$ cat src/rtl/pc_fetch_ctrl.sv
// IF-stage program-counter sequencer: owns the PC, issues req/gnt fetches to instruction memory,
// and arbitrates sequential fetch against hazard stalls and EX-stage redirects.
module pc_fetch_ctrl #(
  parameter int unsigned     PC_W     = 10,
  parameter logic [PC_W-1:0] RESET_PC = '0,
  parameter int unsigned     INC      = 4
) (
  input  logic            clk,
  input  logic            rst_n,
  input  logic            stall_i,
  input  logic            redirect_valid_i,
  input  logic [PC_W-1:0] redirect_pc_i,
  input  logic            imem_gnt_i,
  output logic            imem_req_o,
  output logic [PC_W-1:0] imem_addr_o,
  output logic            if_valid_o,
  output logic [PC_W-1:0] if_pc_o,
  output logic            flush_o
);

  typedef enum logic [1:0] {StBoot, StFetch, StBubble} state_e;

  state_e          r_state, w_state_nxt;
  logic [PC_W-1:0] r_pc, w_pc_nxt;
  logic            r_if_valid, w_if_valid_nxt;
  logic [PC_W-1:0] r_if_pc, w_if_pc_nxt;
  logic            r_flush, w_flush_nxt;
  logic            w_req;
  logic [PC_W-1:0] w_redirect_pc;
  logic            w_unused_lsbs;

  // Targets are word aligned; the low address bits from EX are dropped.
  assign w_redirect_pc = {redirect_pc_i[PC_W-1:2], 2'b00};
  assign w_unused_lsbs = ^redirect_pc_i[1:0];

  always_comb begin
    w_state_nxt    = r_state;
    w_pc_nxt       = r_pc;
    w_if_valid_nxt = r_if_valid;
    w_if_pc_nxt    = r_if_pc;
    w_flush_nxt    = 1'b0;
    w_req          = 1'b0;

    unique case (r_state)
      StBoot:   w_state_nxt = StFetch;
      StFetch:  w_req = !stall_i && !redirect_valid_i;
      StBubble: w_req = 1'b0;
      default:  w_state_nxt = StBoot;
    endcase

    if (r_state == StFetch || r_state == StBubble) begin
      if (redirect_valid_i) begin
        w_pc_nxt       = w_redirect_pc;
        w_flush_nxt    = 1'b1;
        w_if_valid_nxt = 1'b0;
        w_state_nxt    = StBubble;
      end else if (stall_i) begin
        w_state_nxt = r_state;
      end else if (r_state == StFetch) begin
        if (imem_gnt_i) begin
          w_if_valid_nxt = 1'b1;
          w_if_pc_nxt    = r_pc;
          w_pc_nxt       = r_pc + PC_W'(INC);
        end else begin
          w_if_valid_nxt = 1'b0;
        end
      end else begin
        w_if_valid_nxt = 1'b0;
        w_state_nxt    = StFetch;
      end
    end
  end

  always_ff @(posedge clk or negedge rst_n) begin
    if (!rst_n) begin
      r_state    <= StBoot;
      r_pc       <= RESET_PC;
      r_if_valid <= 1'b0;
      r_if_pc    <= '0;
      r_flush    <= 1'b0;
    end else begin
      r_state    <= w_state_nxt;
      r_pc       <= w_pc_nxt;
      r_if_valid <= w_if_valid_nxt;
      r_if_pc    <= w_if_pc_nxt;
      r_flush    <= w_flush_nxt;
    end
  end

  assign imem_req_o  = w_req;
  assign imem_addr_o = r_pc;
  assign if_valid_o  = r_if_valid;
  assign if_pc_o     = r_if_pc;
  assign flush_o     = r_flush;

endmodule

$ cat config.mk
export PLATFORM = sky130hd
export DESIGN_NAME = pc_fetch_ctrl
export DESIGN_NICKNAME = d
export VERILOG_FILES = /design/src/rtl/pc_fetch_ctrl.sv
export SDC_FILE = /design/constraint.sdc
export NUM_CORES = 1
export LEC_CHECK = 0
export CELL_PAD_IN_SITES_DETAIL_PLACEMENT = 0
export CELL_PAD_IN_SITES_GLOBAL_PLACEMENT = 1
export CORE_UTILIZATION = 33
export DETAILED_ROUTE_END_ITERATION = 8
export HOLD_SLACK_MARGIN = 0.08
export PLACE_DENSITY = 0.75
export SETUP_SLACK_MARGIN = 0.2
export SLEW_MARGIN = 20
export SYNTH_ARGS = -nofsm -noshare
export SYNTH_HDL_FRONTEND = slang
export SYNTH_SLANG_ARGS = --single-unit
$ cat constraint.sdc
create_clock -name clk -period 1.7 [get_ports clk]
set_clock_uncertainty 0.05 [all_clocks]
set_input_delay 0.34 -clock clk [delete_from_list [all_inputs] [get_ports clk]]
set_output_delay 0.34 -clock clk [all_outputs]
set_load 0.01 [all_outputs]
==> flow_summary.yaml <==
run_status:
  outcome: "finished, final reports clean"
floorplan:
  core.rowCount: 20
  coreArea_mm2: 0.00308
  initial_utilization_pct: 35.2
  die-area_mm2: 0.00351
  die_y_um: 59.3
  die_w_um: 59.3
  num_io_pins: 38
worst_setup_path:
  slowest_delay_ns: 0.41
  worstPathRequired_ns: 1.31
  crit_path_end_kind: "primary output"
  path_buf_inv: 2
  critPathSlowestCell: "dfrtp_1"
  startpoint_type: "flop"
  cp_data_arrival_time_ns: 1.19
  r2r_slack_ns: 0.14
  crit_fanout: 3
  critPathKind: "reg -> out"
  path_cells: "inv_2 > ha_4 > nand2_2 > nor2_1 > buf_2"
  path_delay_family: "flip-flops"
global_route:
  gr-usage-all-layers_pct: 17.0
  grt.overflow.total: 0
  grt_max_degree: 22
  grt_pass1_vias: 919
  antenna_found_initial: 0
  grt_pass1_wl_mm: 4.42
sta:
  rsz0062_at_grt: "true"
  fin_hold_ws_ns: 0.308
  fin_setup_tns_ns: 0
  fmax_ghz: 0.632
  period_needed_ns: 1.58
  final.period_utilization_pct: 93.1
  setup_viol: 0
  final_hold_viol_count: 0
  slew_violations: 0
drt:
  dr.pass1.iters: 4
  wl_per_cell_um: 12.9
  drc: 0
  via_per_inst: 4.77
  wl_mm: 2.71
  ant_nets: 0
  vias: 1001
  drt_iter0_markers: 26
power:
  combinationalPowerShare_pct: 59.8
  p_leak_uw: 0.000874
  swShare_pct: 36.1
  internal_power_uw: 1900
  powerDensity_mw_per_mm2: 1720
  clockPowerShare_pct: 13.4
  switching_power_uw: 1080
  p_seq_share_pct: 26.8
  ir_drop_v: 0.000954
logic_synthesis:
  synth-edff-count: 0
  netlist_instances: 107
  synth_top_area_cell: "dfrtp_1"
  ys_ff_latch: 20
  syn_avg_cell_area_um2: 10.1
  ys_warn_count: 0
  netlist_top_cells_area: "dfrtp_1, mux2_4, o21ai_0"
  async_flop_share_pct: 100
  syn_area_mm2: 0.00108
  yosysMostFrequentCell: "dfrtp_1"
  synth.distinct_cells: 32
  ys.flop_type: "dfrtp_1"
  synth_commonest_cells: "dfrtp_1, o21ai_0, nand2_1, mux2_4, nor2_1"
  synth_top_area_share_pct: 46.2
  synth-seq-area-share_pct: 46.2
placement:
  dpl.cell_count: 190
  gp_congestion: 0.737
  post-dp-hpwl_mm: 1.77
  postPlaceCellArea_mm2: 0.00152
  port_buffers: 31
finish:
  stdcell_count: 210
  fin_nets: 186
  drive_above_1_share_pct: 31.9
  diodes: 0
  design_area_mm2: 0.00173
  area_growth_pct: 59.8
job:
  drv_cap: 0
clock_network:
  cts_tree: "done"
  clk_latency_ns: 0.31
  cts_root_buffer: "clkbuf_4"
  cts_max_level: 1
  cts_sinks: 20
  clkTransAtPathRegs_ns: 0.13
  numCtsBuffers: 3
  cts_buffer_depth: 2
worst_hold_path:
  hold_class: "in -> async"
[per-stage QoR]
| step | total power (uW) | setup WS [ns] | utilization [%] |
|---|---|---|---|
| after global routing | 3190 | 0.0533 | 56.2 |
| final | 2980 | 0.118 | 56.2 |
| after CTS | 2920 | 0.113 | 55.2 |
| after floorplan | 1520 | 0.231 | - |
| after detailed placement | 2260 | -0.241 | 49.3 |
| after global placement | 2210 | -0.214 | 49.3 |
[state kept, by name, indices dropped and copies added (netlist names)]
| signal | cells |
|---|---|
| imem_addr_o | 8 |
| flush_o | 1 |
| if_pc_o | 8 |
| r_state | 2 |
| if_valid_o | 1 |
[final cells by class]
type	instances	area, um2
Clock inverter	1	30.0
Tap cell	44	55.1
Fill cell	286	1350
Inverter	5	18.8
Clock buffer	3	22.5
Timing Repair Buffer	59	510
Sequential cell	20	504
Multi-Input combinational cell	78	588
[power groups by stage]
stage	Sequential [uW]	Combinational, uW	Clock (uW)
finish	798	1780	400
global route	827	1940	423
CTS	799	1710	408
detailed placement	879	1380	0
global placement	865	1340	0
floorplan	937	586	0
[per-layer routing]
| metal | track usage, % | vias to the layer above | wire [um] |
|---|---|---|---|
| li1 | - | 493 | - |
| met1 | 21.6 | 479 | 1220 |
| met2 | 27.3 | 25 | 1330 |
| met3 | 4.37 | 4 | 111 |
| met4 | 7.48 | 0 | 48 |
| met5 | 0 | - | 0 |
[worst paths after layout]
kind | endpoint | depth (start not counted) | startpoint
setup / recovery | imem_req_o | 5 | r_state[1]
hold / removal | if_pc_o[5] | 2 | rst_n
setup reg to reg | if_pc_o[3] | 6 | r_state[1]
hold reg to reg | if_pc_o[8] | 2 | if_pc_o[8]
max in group asynchronous | imem_addr_o[7] | 2 | rst_n
min in group clk | if_pc_o[8] | 2 | if_pc_o[8]
[placed cells by master (no fill, tap or decap), types with 3 or more instances in the layout]
| master | Yosys | final |
|---|---|---|
| o21ai_0 | 14 | 12 |
| mux2_4 | 7 | 7 |
| dlygate4sd2_1 | 0 | 18 |
| dfrtp_1 | 20 | 17 |
| a21oi_1 | 5 | 5 |
| dfrtp_2 | 0 | 3 |
| nand3_1 | 3 | 3 |
| and2_1 | 3 | 3 |
| nand2_1 | 9 | 8 |
| clkdlybuf4s50_1 | 0 | 12 |
| conb_1 | 1 | 4 |
| nor2_1 | 6 | 6 |
| inv_1 | 5 | 4 |
| buf_4 | 4 | 24 |
| clkbuf_4 | 0 | 3 |
[what timing repair did]
item | CTS | global route
pin swaps | 2 | 3
gates resized for setup | 39 | 3
buffers inserted | 11 | 3
hold buffers | 0 | 0
gates cloned | 2 | 0
endpoints found under the setup margin | 38 | 19
[cell families after synthesis]
family | Yosys count | share of synthesized area (%)
simple gates | 30 | 14.7
fa+ha+maj | 4 | 4.62
mux | 8 | 10.6
buf+inv | 13 | 6.36
compound gates | 31 | 17.1
flops | 20 | 46.2
other cells | 1 | 0.346
No activity file was read; power rests on OpenSTA's default activity.
==> variant 1, RTL diff (config.mk and constraints unchanged) <==
Re-encode `state_e` (3 states) as one-hot, 3 bits wide.
--- a/src/rtl/pc_fetch_ctrl.sv
+++ b/src/rtl/pc_fetch_ctrl.sv
@@ -18,7 +18,7 @@
   output logic            flush_o
 );
 
-  typedef enum logic [1:0] {StBoot, StFetch, StBubble} state_e;
+  typedef enum logic [2:0] {StBoot = 3'b001, StFetch = 3'b010, StBubble = 3'b100} state_e;
 
   state_e          r_state, w_state_nxt;
   logic [PC_W-1:0] r_pc, w_pc_nxt;
Behaviour: no difference found for any inputs over 10 cycles, from zero or initial values and one cycle with rst_n low; not proved beyond that.
==> variant 1 against the unedited design <==
  * The flow now finishes with violations (negative setup slack)
  * Highest routed layer unchanged
  * Setup slack worse by 0.30 ns
  * Sequential cell count up 1
  * Combinational power up 4%
  * Synthesized area up 3.1%
  * Total power down 0.69%
  * Critical path depth down 2
  * Design area up 4.7%
  * Routed wire length up 8.0%
==> variant 1: results (changes against the unedited design) <==
Parameter                              Value

Outcome
  Violations in the final reports    negative setup slack
  Status    complete, but fails checks

Placement
  Worst slack at placement    -0.664 ns (-0.423 ns)
  Post-DP Area    0.00156 mm^2 (+3.0%)
  Final HPWL DP    1740 um (-2.2%)
  Routability Congestion    0.723 (-1.8%)

Global route
  Global routing usage on met2    28.3% (+0.97 points)
  Total global routing track utilization    17.2% (+0.18 points)
  Met1 Track Usage GR    22.8% (+1.2 points)
  Global-route wire length before repair    4530 um (+2.4%)

Worst setup path
  Data arrival time of the critical path    1.49 ns (+0.30 ns)
  Crit path from    r_state[0]

Power
  Lkg Pwr    0.000839 uW (-4.0%)
  Worst IR Drop VDD    0.540 mV (-43%)

Routing
  Via count    1,006 (+0.50%)
  Post-detailed-routing wire length    2920 um (+8.0%)

STA
  Total Neg Setup Slack    -1.23 ns (-1.23 ns)
  Final number of setup-violating endpoints    9 (+9)
  Post-layout worst setup margin    -0.179 ns (-0.297 ns)

Yosys
  Mean area per synthesized cell    10.6 um^2 (+5.1%)
  Top cells by area, synth    sky130_fd_sc_hd__dfrtp_1, sky130_fd_sc_hd__mux2_4, sky130_fd_sc_hd__nand3_1, sky130_fd_sc_hd__nor3_1, sky130_fd_sc_hd__mux2i_1
  Ranking of synthesized cells by instance count    sky130_fd_sc_hd__dfrtp_1, sky130_fd_sc_hd__mux2_4, sky130_fd_sc_hd__nand3_1, sky130_fd_sc_hd__nor3_1, sky130_fd_sc_hd__nor2_1
  Sequential cell area fraction in the yosys report    47.2% (+0.95 points)

Finish
  Count of multi-input combinational gates    76 (-2.6%)
  Clock-cell share of area    1.52% (-1.5 points)
  Fillers    287 (+0.35%)
  Final Instance Area    0.00181 mm^2 (+4.7%)
  Buffer share of cell area    29.2% (-0.36 points)
  Total area of multi-input combinational cells    653 um^2 (+11%)

Clocking
  Total number of clock tree sinks    21 (+5.0%)
## variant 1: cell families after synthesis
group                      Yosys count  synth area share (%)
and+or+nand+nor                     42                  22.4
AOI/OAI and AO/OA                   15                  8.41
buffers and inverters               12                  5.49
other                                1                 0.336
DFF                                 21                  47.2
muxes                               11                  13.5
adders and majority gates            1                  1.12
xor gates and xnor gates             2                  1.57
## variant 1: how the worst min path moves through the flow
stage / to / slack, ns
after CTS: if_pc_o[3] / 0.31
after detailed placement: if_pc_o[2] / 0.45
after floorplan: flush_o / -0.006
after global placement: if_valid_o / 0.43
final: if_valid_o / 0.30
after global routing: if_pc_o[9] / 0.33
## variant 1: repair_timing
| item | 4_1_cts | 5_1_grt |
|---|---|---|
| setup endpoints to repair | 36 | 19 |
| gates resized for setup | 47 | 10 |
| pin swaps | 6 | 3 |
| setup buffers | 12 | 0 |
| cloned | 1 | 1 |
## variant 1: metal layers
metal / up-vias / part of all wire, %
met4: 0 / 2.4
li1: 489 / -
met3: 6 / 4.6
met2: 37 / 48
met1: 474 / 45
met5: - / 0
## variant 1: through the flow
step / utilization [%] / hold slack [ns] / total power [uW]
6_report: 57.9 / 0.305 / 2960
3_3_place_gp: 50.0 / 0.435 / 2350
4_1_cts: 55.9 / 0.312 / 2850
2_1_floorplan: - / -0.00559 / 1670
5_1_grt: 57.9 / 0.332 / 3180
3_5_place_dp: 50.0 / 0.445 / 2380
## variant 1: power by group through the flow
| stage | clock (uW) | sequential (uW) | combinational, uW |
|---|---|---|---|
| floorplan | 0 | 1020 | 657 |
| detailed placement | 0 | 952 | 1420 |
| global placement | 0 | 945 | 1400 |
| finish | 250 | 860 | 1850 |
| global route | 280 | 883 | 2020 |
| CTS | 261 | 854 | 1730 |
==> variant 2, RTL diff (same flow settings) <==
Made on the original files. `PC_W`: 10 -> 20.
--- a/src/rtl/pc_fetch_ctrl.sv
+++ b/src/rtl/pc_fetch_ctrl.sv
@@ -1,7 +1,7 @@
 // IF-stage program-counter sequencer: owns the PC, issues req/gnt fetches to instruction memory,
 // and arbitrates sequential fetch against hazard stalls and EX-stage redirects.
 module pc_fetch_ctrl #(
-  parameter int unsigned     PC_W     = 10,
+  parameter int unsigned     PC_W     = 20,
   parameter logic [PC_W-1:0] RESET_PC = '0,
   parameter int unsigned     INC      = 4
 ) (
Interface: changed (resized if_pc_o, imem_addr_o and redirect_pc_i); port bits go from 38 to 68. No check against the original RTL was run, so the function may have changed too.
==> variant 2 against the unedited design <==
  * The flow now finishes with violations (negative setup slack)
  * Design area rose by 120%
  * Sequential share of layout area fell by 2.5 points
  * Synthesized area rose by 95%
  * Count of clock-buffer cells in the layout rose by 4
  * Setup slack got worse by 0.26 ns
  * Worst hold slack improved by 0.14 ns
  * Largest power group unchanged
  * Fmax fell by 14%
  * First-iteration DRC count rose to 3.6 times the old value
  * Routed wire length rose by 140%
  * Critical path type is now reg2reg
  * Sequential cell count rose by 20
  * Die area rose by 91%
  * Total power rose by 120%
==> variant 2: results (changes against the unedited design) <==
Parameter                              Value

Outcome
  Status    complete, but fails checks
  Violations in the final reports    negative setup slack

Finish
  Share of cells above drive strength 1    43.0% (+11 points)

Yosys
  Sequential cell area fraction in the yosys report    47.4% (+1.2 points)
  Post-Synth Adder-Cell Area    2.97% (-1.7 points)
  Top cells by area, synth    sky130_fd_sc_hd__dfrtp_1, sky130_fd_sc_hd__mux2_2, sky130_fd_sc_hd__o22ai_1, sky130_fd_sc_hd__ha_1, sky130_fd_sc_hd__mux2i_1
  Complex-gate fraction of the synthesized area    15.2% (-1.9 points)
  Xor/xnor share of the synthesized area    0.830% (+0.83 points)
  Number of distinct library cells after synthesis    47 (+47%)
  Number of instances in the synthesized netlist    200 (+87%)

Clocking
  Level count of the clock H-tree    2 (+1)
  Clock transition at the registers of the reported paths    0.08 ns (-0.05 ns)
  Library cell used as clock root buffer    sky130_fd_sc_hd__clkbuf_8

Global route
  Vias in the first global route    1,999 (+120%)
  Maximum number of pins on one net before global-route repair    24 (+9.1%)

Worst setup path
  Largest stage delay on the critical path    0.38 ns (-0.03 ns)
  Worst r2r path cells    7 (+1)
  Critical-path maximum fanout    5 (+2)
  Worst reg2reg path endpoint    imem_addr_o[7]
  CP delay by family, top    compound AO/OA/AOI/OAI gates

Placement
  Port Buffers    61 (+97%)
  Final HPWL DP    4350 um (+150%)

STA
  Post-layout worst setup margin    -0.145 ns (-0.263 ns)
  Final number of setup-violating endpoints    28 (+28)

Power
  Worst IR Drop VDD    0.878 mV (-8.0%)
  Lkg Pwr    0.00177 uW (+100%)
  Int Pwr    3890 uW (+100%)

Routing
  Number of design-rule violations left by the first detailed-router iteration    94 (+260%)
  Routed vias/inst    5.09 (+6.9%)

Min path
  Worst hold path type    in2reg
variant 2: power groups by stage:
stage                     registers (uW)  clock network, uW  logic (uW)
final                               1720                634        4130
after global routing                1780                693        4470
after CTS                           1720                649        3900
after detailed placement            1780                  0        3560
after global placement              1760                  0        3500
after floorplan                     2060                  0        1440
variant 2: worst max path at each step:
stage | cells after the start | to | start
after floorplan | 5 | imem_addr_o[17] | imem_addr_o[9]
after global placement | 4 | imem_req_o | stall_i
after detailed placement | 5 | imem_addr_o[10] | stall_i
after CTS | 6 | if_pc_o[5] | r_state[1]
after global routing | 7 | imem_addr_o[7] | r_state[1]
final | 7 | imem_addr_o[7] | r_state[1]
variant 2: layout make-up:
cell class / instances / area, um^2
flip-flops and latches: 40 / 1010
inverters: 10 / 37.5
well taps: 75 / 93.8
clock inverters: 1 / 5.00
fillers: 507 / 2250
repair buffers: 130 / 1200
clock buffers: 7 / 76.3
multi-input cells: 140 / 1350
variant 2: what timing repair did:
action / in CTS / in global routing
pin swaps: 15 / 8
hold endpoints to repair: 17 / 0
resized for setup: 105 / 29
gates cloned: 0 / 1
hold buffers: 1 / 0
endpoints found under the setup margin: 77 / 41
buffers inserted: 20 / 3
variant 2: per-layer routing:
| metal | global-route usage [%] | vias to the layer above | part of all wire, % |
|---|---|---|---|
| met5 | 0 | - | 0 |
| met4 | 3.68 | 0 | 0.84 |
| met3 | 3.44 | 7 | 4.1 |
| met2 | 33.0 | 57 | 48 |
| met1 | 28.5 | 992 | 47 |
| li1 | - | 997 | - |
variant 2: worst register-to-register path: cells and delay by family, from the launching register on:
family	cells	cell delay [ns]
simple gates	1	0.17
compound gates	3	0.58
fa+ha+maj	1	0.27
flops	1	0.38
buf+inv	2	0.29
variant 2: metrics by stage:
step           worst slack, ns  instance area (um^2)  util (%)  TNS [ns]  hold WS (ns)
2_1_floorplan          -0.0837                  2250         -    -0.502      -0.00559
3_3_place_gp            -0.377                  3220      53.4    -10.38         0.251
6_report                -0.145                  3770      62.6     -2.97         0.450
3_5_place_dp            -0.372                  3220      53.4    -10.93         0.263
5_1_grt                 -0.214                  3770      62.6     -4.69         0.480
4_1_cts                 -0.107                  3640      60.5     -1.80         0.459
variant 2: kinds of logic after synthesis:
kind of cell    Yosys count
buf+inv                  23
xor+xnor                  2
flops                    40
other cells               1
simple gates             59
compound gates           46
fa+ha+maj                 5
mux                      24
